**config.mk**
```make
export PLATFORM = sky130hd
export DESIGN_NAME = mdu_controller
export DESIGN_NICKNAME = d
export VERILOG_FILES = /design/src/rtl/mdu_pkg.sv /design/src/rtl/mdu_controller.sv
export SDC_FILE = /design/constraint.sdc
export NUM_CORES = 1
export LEC_CHECK = 0
export BUFFER_PORTS_ARGS = -buffer_cell sky130_fd_sc_hd__buf_4
export CAP_MARGIN = 20
export CORE_UTILIZATION = 40
export CTS_BUF_LIST = sky130_fd_sc_hd__clkbuf_4
export DETAILED_ROUTE_END_ITERATION = 10
export PLACE_DENSITY = 0.62
export RECOVER_POWER = 100
export SLEW_MARGIN = 20
export SYNTH_ARGS = -nofsm -noshare
export SYNTH_HDL_FRONTEND = slang
export SYNTH_SLANG_ARGS = --single-unit
```
**constraint.sdc**
```tcl
create_clock -name clk -period 3.45 [get_ports clk]
set_clock_uncertainty 0.1 [all_clocks]
set_input_delay 0.1725 -clock clk [delete_from_list [all_inputs] [get_ports clk]]
set_output_delay 0.1725 -clock clk [all_outputs]
set_load 0.02 [all_outputs]
```
**src/rtl/mdu_pkg.sv**
```systemverilog
// Shared types for the iterative RISC-V M-extension unit: FSM states,
// Funct3 opcodes and operand signedness decode.
package mdu_pkg;

  typedef enum logic [1:0] {
    IDLE = 2'd0,
    CALC = 2'd1,
    FIX  = 2'd2,
    DONE = 2'd3
  } mdu_state_e;

  localparam logic [2:0] F3_MUL    = 3'b000;
  localparam logic [2:0] F3_MULH   = 3'b001;
  localparam logic [2:0] F3_MULHSU = 3'b010;
  localparam logic [2:0] F3_MULHU  = 3'b011;
  localparam logic [2:0] F3_DIV    = 3'b100;
  localparam logic [2:0] F3_DIVU   = 3'b101;
  localparam logic [2:0] F3_REM    = 3'b110;
  localparam logic [2:0] F3_REMU   = 3'b111;

  function automatic logic src_a_signed(input logic [2:0] f3);
    logic s;
    case (f3)
      F3_MULH, F3_MULHSU, F3_DIV, F3_REM: s = 1'b1;
      default:                            s = 1'b0;
    endcase
    return s;
  endfunction

  function automatic logic src_b_signed(input logic [2:0] f3);
    logic s;
    case (f3)
      F3_MULH, F3_DIV, F3_REM: s = 1'b1;
      default:                 s = 1'b0;
    endcase
    return s;
  endfunction

  // Signed divides are the only ops that can hit the MIN / -1 overflow case.
  function automatic logic is_signed_div(input logic [2:0] f3);
    logic s;
    case (f3)
      F3_DIV, F3_REM: s = 1'b1;
      default:        s = 1'b0;
    endcase
    return s;
  endfunction

endpackage

```
**src/rtl/mdu_controller.sv**
```systemverilog
// Iterative multiply/divide unit: one shift-add or restore step per cycle on
// operand magnitudes, with sign correction in a single FIX cycle.
module mdu_controller
  import mdu_pkg::*;
#(
  parameter int XLEN = 32
) (
  input  logic            clk,
  input  logic            reset,
  input  logic            Start,
  input  logic [2:0]      Funct3,
  input  logic [XLEN-1:0] SrcA,
  input  logic [XLEN-1:0] SrcB,
  input  logic            Kill,
  output logic            Busy,
  output logic            Done,
  output logic [XLEN-1:0] Result
);

  localparam int CW = $clog2(XLEN) + 1;
  localparam logic [CW-1:0] LAST_ITER = CW'(XLEN - 1);

  mdu_state_e state_q, state_d;
  logic [2:0]        op_q, op_d;
  logic [XLEN-1:0]   opnd_q, opnd_d;
  logic [2*XLEN-1:0] acc_q, acc_d;
  logic [CW-1:0]     cnt_q, cnt_d;
  logic              neg_res_q, neg_res_d;
  logic              neg_rem_q, neg_rem_d;
  logic              busy_q, busy_d;
  logic              done_q, done_d;
  logic [XLEN-1:0]   result_q, result_d;

  logic              a_neg_s, b_neg_s;
  logic [XLEN-1:0]   mag_a_s, mag_b_s;
  logic              div_zero_s, div_ovf_s;
  logic [XLEN-1:0]   bypass_res_s;

  // Operand decode at acceptance time: magnitudes and special divide cases.
  always_comb begin
    a_neg_s    = src_a_signed(Funct3) & SrcA[XLEN-1];
    b_neg_s    = src_b_signed(Funct3) & SrcB[XLEN-1];
    mag_a_s    = a_neg_s ? (~SrcA + {{(XLEN-1){1'b0}}, 1'b1}) : SrcA;
    mag_b_s    = b_neg_s ? (~SrcB + {{(XLEN-1){1'b0}}, 1'b1}) : SrcB;
    div_zero_s = (SrcB == {XLEN{1'b0}});
    div_ovf_s  = is_signed_div(Funct3) &&
                 (SrcA == {1'b1, {(XLEN-1){1'b0}}}) &&
                 (SrcB == {XLEN{1'b1}});
    if (div_zero_s) begin
      bypass_res_s = Funct3[1] ? SrcA : {XLEN{1'b1}};
    end else begin
      bypass_res_s = Funct3[1] ? {XLEN{1'b0}} : SrcA;
    end
  end

  logic [XLEN:0]     mul_sum_s;
  logic [2*XLEN-1:0] mul_next_s;
  logic [XLEN:0]     div_shift_s;
  logic [XLEN:0]     div_diff_s;
  logic [2*XLEN-1:0] div_next_s;

  // One iteration: acc holds {partial, multiplier} or {remainder, quotient}.
  always_comb begin
    mul_sum_s   = {1'b0, acc_q[2*XLEN-1:XLEN]} +
                  (acc_q[0] ? {1'b0, opnd_q} : {(XLEN+1){1'b0}});
    mul_next_s  = {mul_sum_s, acc_q[XLEN-1:1]};
    div_shift_s = {acc_q[2*XLEN-1:XLEN], acc_q[XLEN-1]};
    div_diff_s  = div_shift_s - {1'b0, opnd_q};
    if (div_diff_s[XLEN]) begin
      div_next_s = {div_shift_s[XLEN-1:0], acc_q[XLEN-2:0], 1'b0};
    end else begin
      div_next_s = {div_diff_s[XLEN-1:0], acc_q[XLEN-2:0], 1'b1};
    end
  end

  logic [2*XLEN-1:0] prod_fix_s;
  logic [XLEN-1:0]   quo_fix_s, rem_fix_s, fix_res_s;

  // Sign correction and result selection used in the FIX cycle.
  always_comb begin
    prod_fix_s = neg_res_q ? (~acc_q + {{(2*XLEN-1){1'b0}}, 1'b1}) : acc_q;
    quo_fix_s  = neg_res_q ? (~acc_q[XLEN-1:0] + {{(XLEN-1){1'b0}}, 1'b1})
                           : acc_q[XLEN-1:0];
    rem_fix_s  = neg_rem_q ? (~acc_q[2*XLEN-1:XLEN] + {{(XLEN-1){1'b0}}, 1'b1})
                           : acc_q[2*XLEN-1:XLEN];
    case (op_q)
      F3_MUL:                       fix_res_s = prod_fix_s[XLEN-1:0];
      F3_MULH, F3_MULHSU, F3_MULHU: fix_res_s = prod_fix_s[2*XLEN-1:XLEN];
      F3_DIV, F3_DIVU:              fix_res_s = quo_fix_s;
      F3_REM, F3_REMU:              fix_res_s = rem_fix_s;
      default:                      fix_res_s = {XLEN{1'b0}};
    endcase
  end

  // Next-state and datapath control.
  always_comb begin
    state_d   = state_q;
    op_d      = op_q;
    opnd_d    = opnd_q;
    acc_d     = acc_q;
    cnt_d     = cnt_q;
    neg_res_d = neg_res_q;
    neg_rem_d = neg_rem_q;
    result_d  = result_q;
    if (Kill) begin
      state_d = IDLE;
    end else begin
      case (state_q)
        IDLE, DONE: begin
          if (Start) begin
            op_d      = Funct3;
            neg_res_d = a_neg_s ^ b_neg_s;
            neg_rem_d = a_neg_s;
            cnt_d     = {CW{1'b0}};
            opnd_d    = Funct3[2] ? mag_b_s : mag_a_s;
            acc_d     = {{XLEN{1'b0}}, (Funct3[2] ? mag_a_s : mag_b_s)};
            if (Funct3[2] && (div_zero_s || div_ovf_s)) begin
              result_d = bypass_res_s;
              state_d  = DONE;
            end else begin
              state_d  = CALC;
            end
          end else begin
            state_d = IDLE;
          end
        end
        CALC: begin
          acc_d = op_q[2] ? div_next_s : mul_next_s;
          cnt_d = cnt_q + {{(CW-1){1'b0}}, 1'b1};
          if (cnt_q == LAST_ITER) begin
            state_d = FIX;
          end else begin
            state_d = CALC;
          end
        end
        FIX: begin
          result_d = fix_res_s;
          state_d  = DONE;
        end
        default: state_d = IDLE;
      endcase
    end
    busy_d = (state_d == CALC) || (state_d == FIX);
    done_d = (state_d == DONE);
  end

  // State and output registers; reset clears everything.
  always_ff @(posedge clk) begin
    if (reset) begin
      state_q   <= IDLE;
      op_q      <= 3'b000;
      opnd_q    <= {XLEN{1'b0}};
      acc_q     <= {(2*XLEN){1'b0}};
      cnt_q     <= {CW{1'b0}};
      neg_res_q <= 1'b0;
      neg_rem_q <= 1'b0;
      busy_q    <= 1'b0;
      done_q    <= 1'b0;
      result_q  <= {XLEN{1'b0}};
    end else begin
      state_q   <= state_d;
      op_q      <= op_d;
      opnd_q    <= opnd_d;
      acc_q     <= acc_d;
      cnt_q     <= cnt_d;
      neg_res_q <= neg_res_d;
      neg_rem_q <= neg_rem_d;
      busy_q    <= busy_d;
      done_q    <= done_d;
      result_q  <= result_d;
    end
  end

  assign Busy   = busy_q;
  assign Done   = done_q;
  assign Result = result_q;

endmodule

```
==> results.sh <==
export IMPL_outcome="finished clean"
export IMPL_yosysSeqAreaShare_pct=19.5
export IMPL_async_flop_share_pct=0
export IMPL_dieArea_um2=37500
export IMPL_ant_nets=0
export IMPL_p_per_area_nw_per_um2=283
export IMPL_grt_overflow=0
export IMPL_path_max_fanout=7
export IMPL_fmax_mhz=295
export IMPL_clockRootBuffer="clkbuf_4"
export IMPL_io_buffers=104
export IMPL_cts_buffers_inserted=17
export IMPL_fillerInstances=3535
export IMPL_cts_buffer_depth=2
export IMPL_slew_limit_headroom_pct=6.54
export IMPL_period_needed_ns=3.39
export IMPL_grt_max_degree=60
export IMPL_min_period_over_period_pct=98.4
export IMPL_clk_pin_slew_ns=0.15
export IMPL_p_leak_uw=0.00720
export IMPL_dr_first_iter_drc_count=2024
export IMPL_clk_latency_ns=0.62
export IMPL_min_path_type="in2reg"
export IMPL_rows=69
export IMPL_final_common_cell="buf_4"
export IMPL_routed_wl_um=61600
export IMPL_layout_cells_most_common_list="buf_4, nor2_1, nand2_1"
export IMPL_setup_violations=0
export IMPL_hold_viol=0
export IMPL_end_kind="register"
export IMPL_syn_area_um2=14700
export IMPL_wl_per_cell_um=22.5
export IMPL_avgViaCountPerCell=6.12
export IMPL_worstPathArrival_ns=3.81
export IMPL_synth_distinct_cells=86
export IMPL_drt_first_pass_iters=7
export IMPL_cts_sinks=143
export IMPL_worst_slack_ns=0.0550
export IMPL_drive_above_1_share_pct=16.1
export IMPL_fin_nets=2402
export IMPL_synth_edff_count=0
export IMPL_cp_required_ns=3.86
export IMPL_postSynthCellCount=2067
export IMPL_ios=105
export IMPL_die_x_um=194
export IMPL_syn_to_final_growth_pct=20.2
export IMPL_max_cap_violations=0
export IMPL_synthesis_nets=2213
export IMPL_grt_pass1_vias=15236
export IMPL_worstMarginPinSlew_ns=1.40
export IMPL_place_ws_ns=-0.144
export IMPL_htree_levels=4
export IMPL_grtUsageTotal_pct=31.9
export IMPL_place_congestion=0.999
export IMPL_start_util_pct=41.0
export IMPL_synth_area_per_cell_um2=7.11
export IMPL_rsz0062_at_grt="yes"
export IMPL_grt_pass1_wl_um=92100
export IMPL_ys_seq_elements=143
export IMPL_ys_flop_type="dfxtp_1"
export IMPL_die_h_um=194
export IMPL_drcViolationCount=0
export IMPL_antenna_found_initial=2
export IMPL_crit_path_start_kind="register"
export IMPL_vias=16708
export IMPL_tns_ns=0
export IMPL_ys_warn_count=0
export IMPL_ir_drop_mv=0.229
export IMPL_maxSlewViolCount=0
export IMPL_core_um2=35800
export IMPL_crit_type="reg2reg"
export IMPL_cts_tree="yes"
export IMPL_place_hpwl_um=47600
## area by class of cell
cell class	instances	area [um2]	share of cell area, %
multi-input combinational	1708	11200	63.5
tap	461	577	3.27
clock inverter	15	209	1.18
clock buffer	17	128	0.723
antenna	1	2.50	0.0142
timing repair buffer	315	2390	13.6
inverter	71	267	1.51
sequential	143	2870	16.3
## routing by layer
layer  routed length [um]  vias to the layer above  global-route usage [%]
met5                   13                        -                       0
met4                 2050                        2                    10.8
met3                 5400                      113                    5.37
met2                26600                      852                    48.7
met1                27500                     7888                    45.1
li1                     -                     7853                       -
## report_power, final
group / switching [uW] / internal [uW] / total (uW)
sequential: 59.7 / 1710 / 1770
combinational: 1120 / 756 / 1880
clock: 761 / 584 / 1340
total: 1940 / 3050 / 5000
## synth_stat cells, drive strengths merged (30+ instances only)
master    n  area (um2)
a211oi   56         420
a21o     42         315
a21oi   177         886
clkbuf  126         473
dfxtp   143        2860
ha       73         913
inv      70         263
mux2i    63         631
nand2   227         852
nand3    30         150
nor2    234         881
nor3     47         240
o211ai   33         248
o21ai   160         805
xnor2   101         885
xor2     85         744
## worst paths after layout
check,startpoint,to,slack [ns],depth (start not counted)
setup / recovery,acc_q[31],acc_q[47],0.06,16
hold / removal,SrcB[2],opnd_q[2],0.03,5
setup reg to reg,acc_q[31],acc_q[47],0.06,16
hold reg to reg,Result[25],Result[25],0.35,2
## state kept, by name (all words and copies together), names as in the netlist
signal,count
Busy,1
Done,1
Result,32
acc_q,64
cnt_q,6
neg_rem_q,1
neg_res_q,1
op_q,3
opnd_q,32
state_q,2
## worst max-delay path, cell delays in order, from the launching register on
cell and delay (ns):
dfxtp_2 0.36, inv_2 0.05, ha_4 0.16, fa_2 0.35
nand2b_4 0.16, a21oi_4 0.16, o211ai_1 0.11, buf_4 0.16
a31oi_4 0.17, a21oi_2 0.08, a311o_1 0.39, xnor2_4 0.25
buf_12 0.18, buf_12 0.12, mux2i_1 0.18, mux2i_1 0.09
a22o_1 0.22
## cell families (layout without fill, tap and decap cells)
family | Yosys count | in the layout | share of synthesized area, %
compound gates | 654 | 654 | 28.7
xor+xnor | 186 | 186 | 11.1
fa+ha+maj | 75 | 75 | 6.49
buf+inv | 216 | 418 | 5.66
flops | 143 | 143 | 19.5
mux | 92 | 92 | 6.52
other cells | 0 | 1 | 0
simple gates | 701 | 701 | 22.1
## what timing repair did
action                                  4_1_cts  5_1_grt
pin swaps                                    10       14
hold buffers                                 30        0
endpoints found under the setup margin       24       37
setup buffers                                 7        4
hold endpoints to repair                     49        0
gates resized for setup                      20       32
gates cloned                                  1        0
## stage by stage
| stage | hold slack (ns) | std cells | power [uW] | util [%] | cell area, um2 |
|---|---|---|---|---|---|
| floorplan | 0.208 | 2067 | 2850 | - | 14700 |
| finish | 0.0286 | 2731 | 5000 | 49.3 | 17700 |
| CTS | 0.00125 | 2726 | 4920 | 49.2 | 17600 |
| global route | 0.0360 | 2731 | 5200 | 49.3 | 17700 |
| global placement | 0.334 | 2656 | 3520 | 47.0 | 16800 |
| detailed placement | 0.341 | 2656 | 3530 | 47.0 | 16800 |
Power figures use the tool's default switching activity.
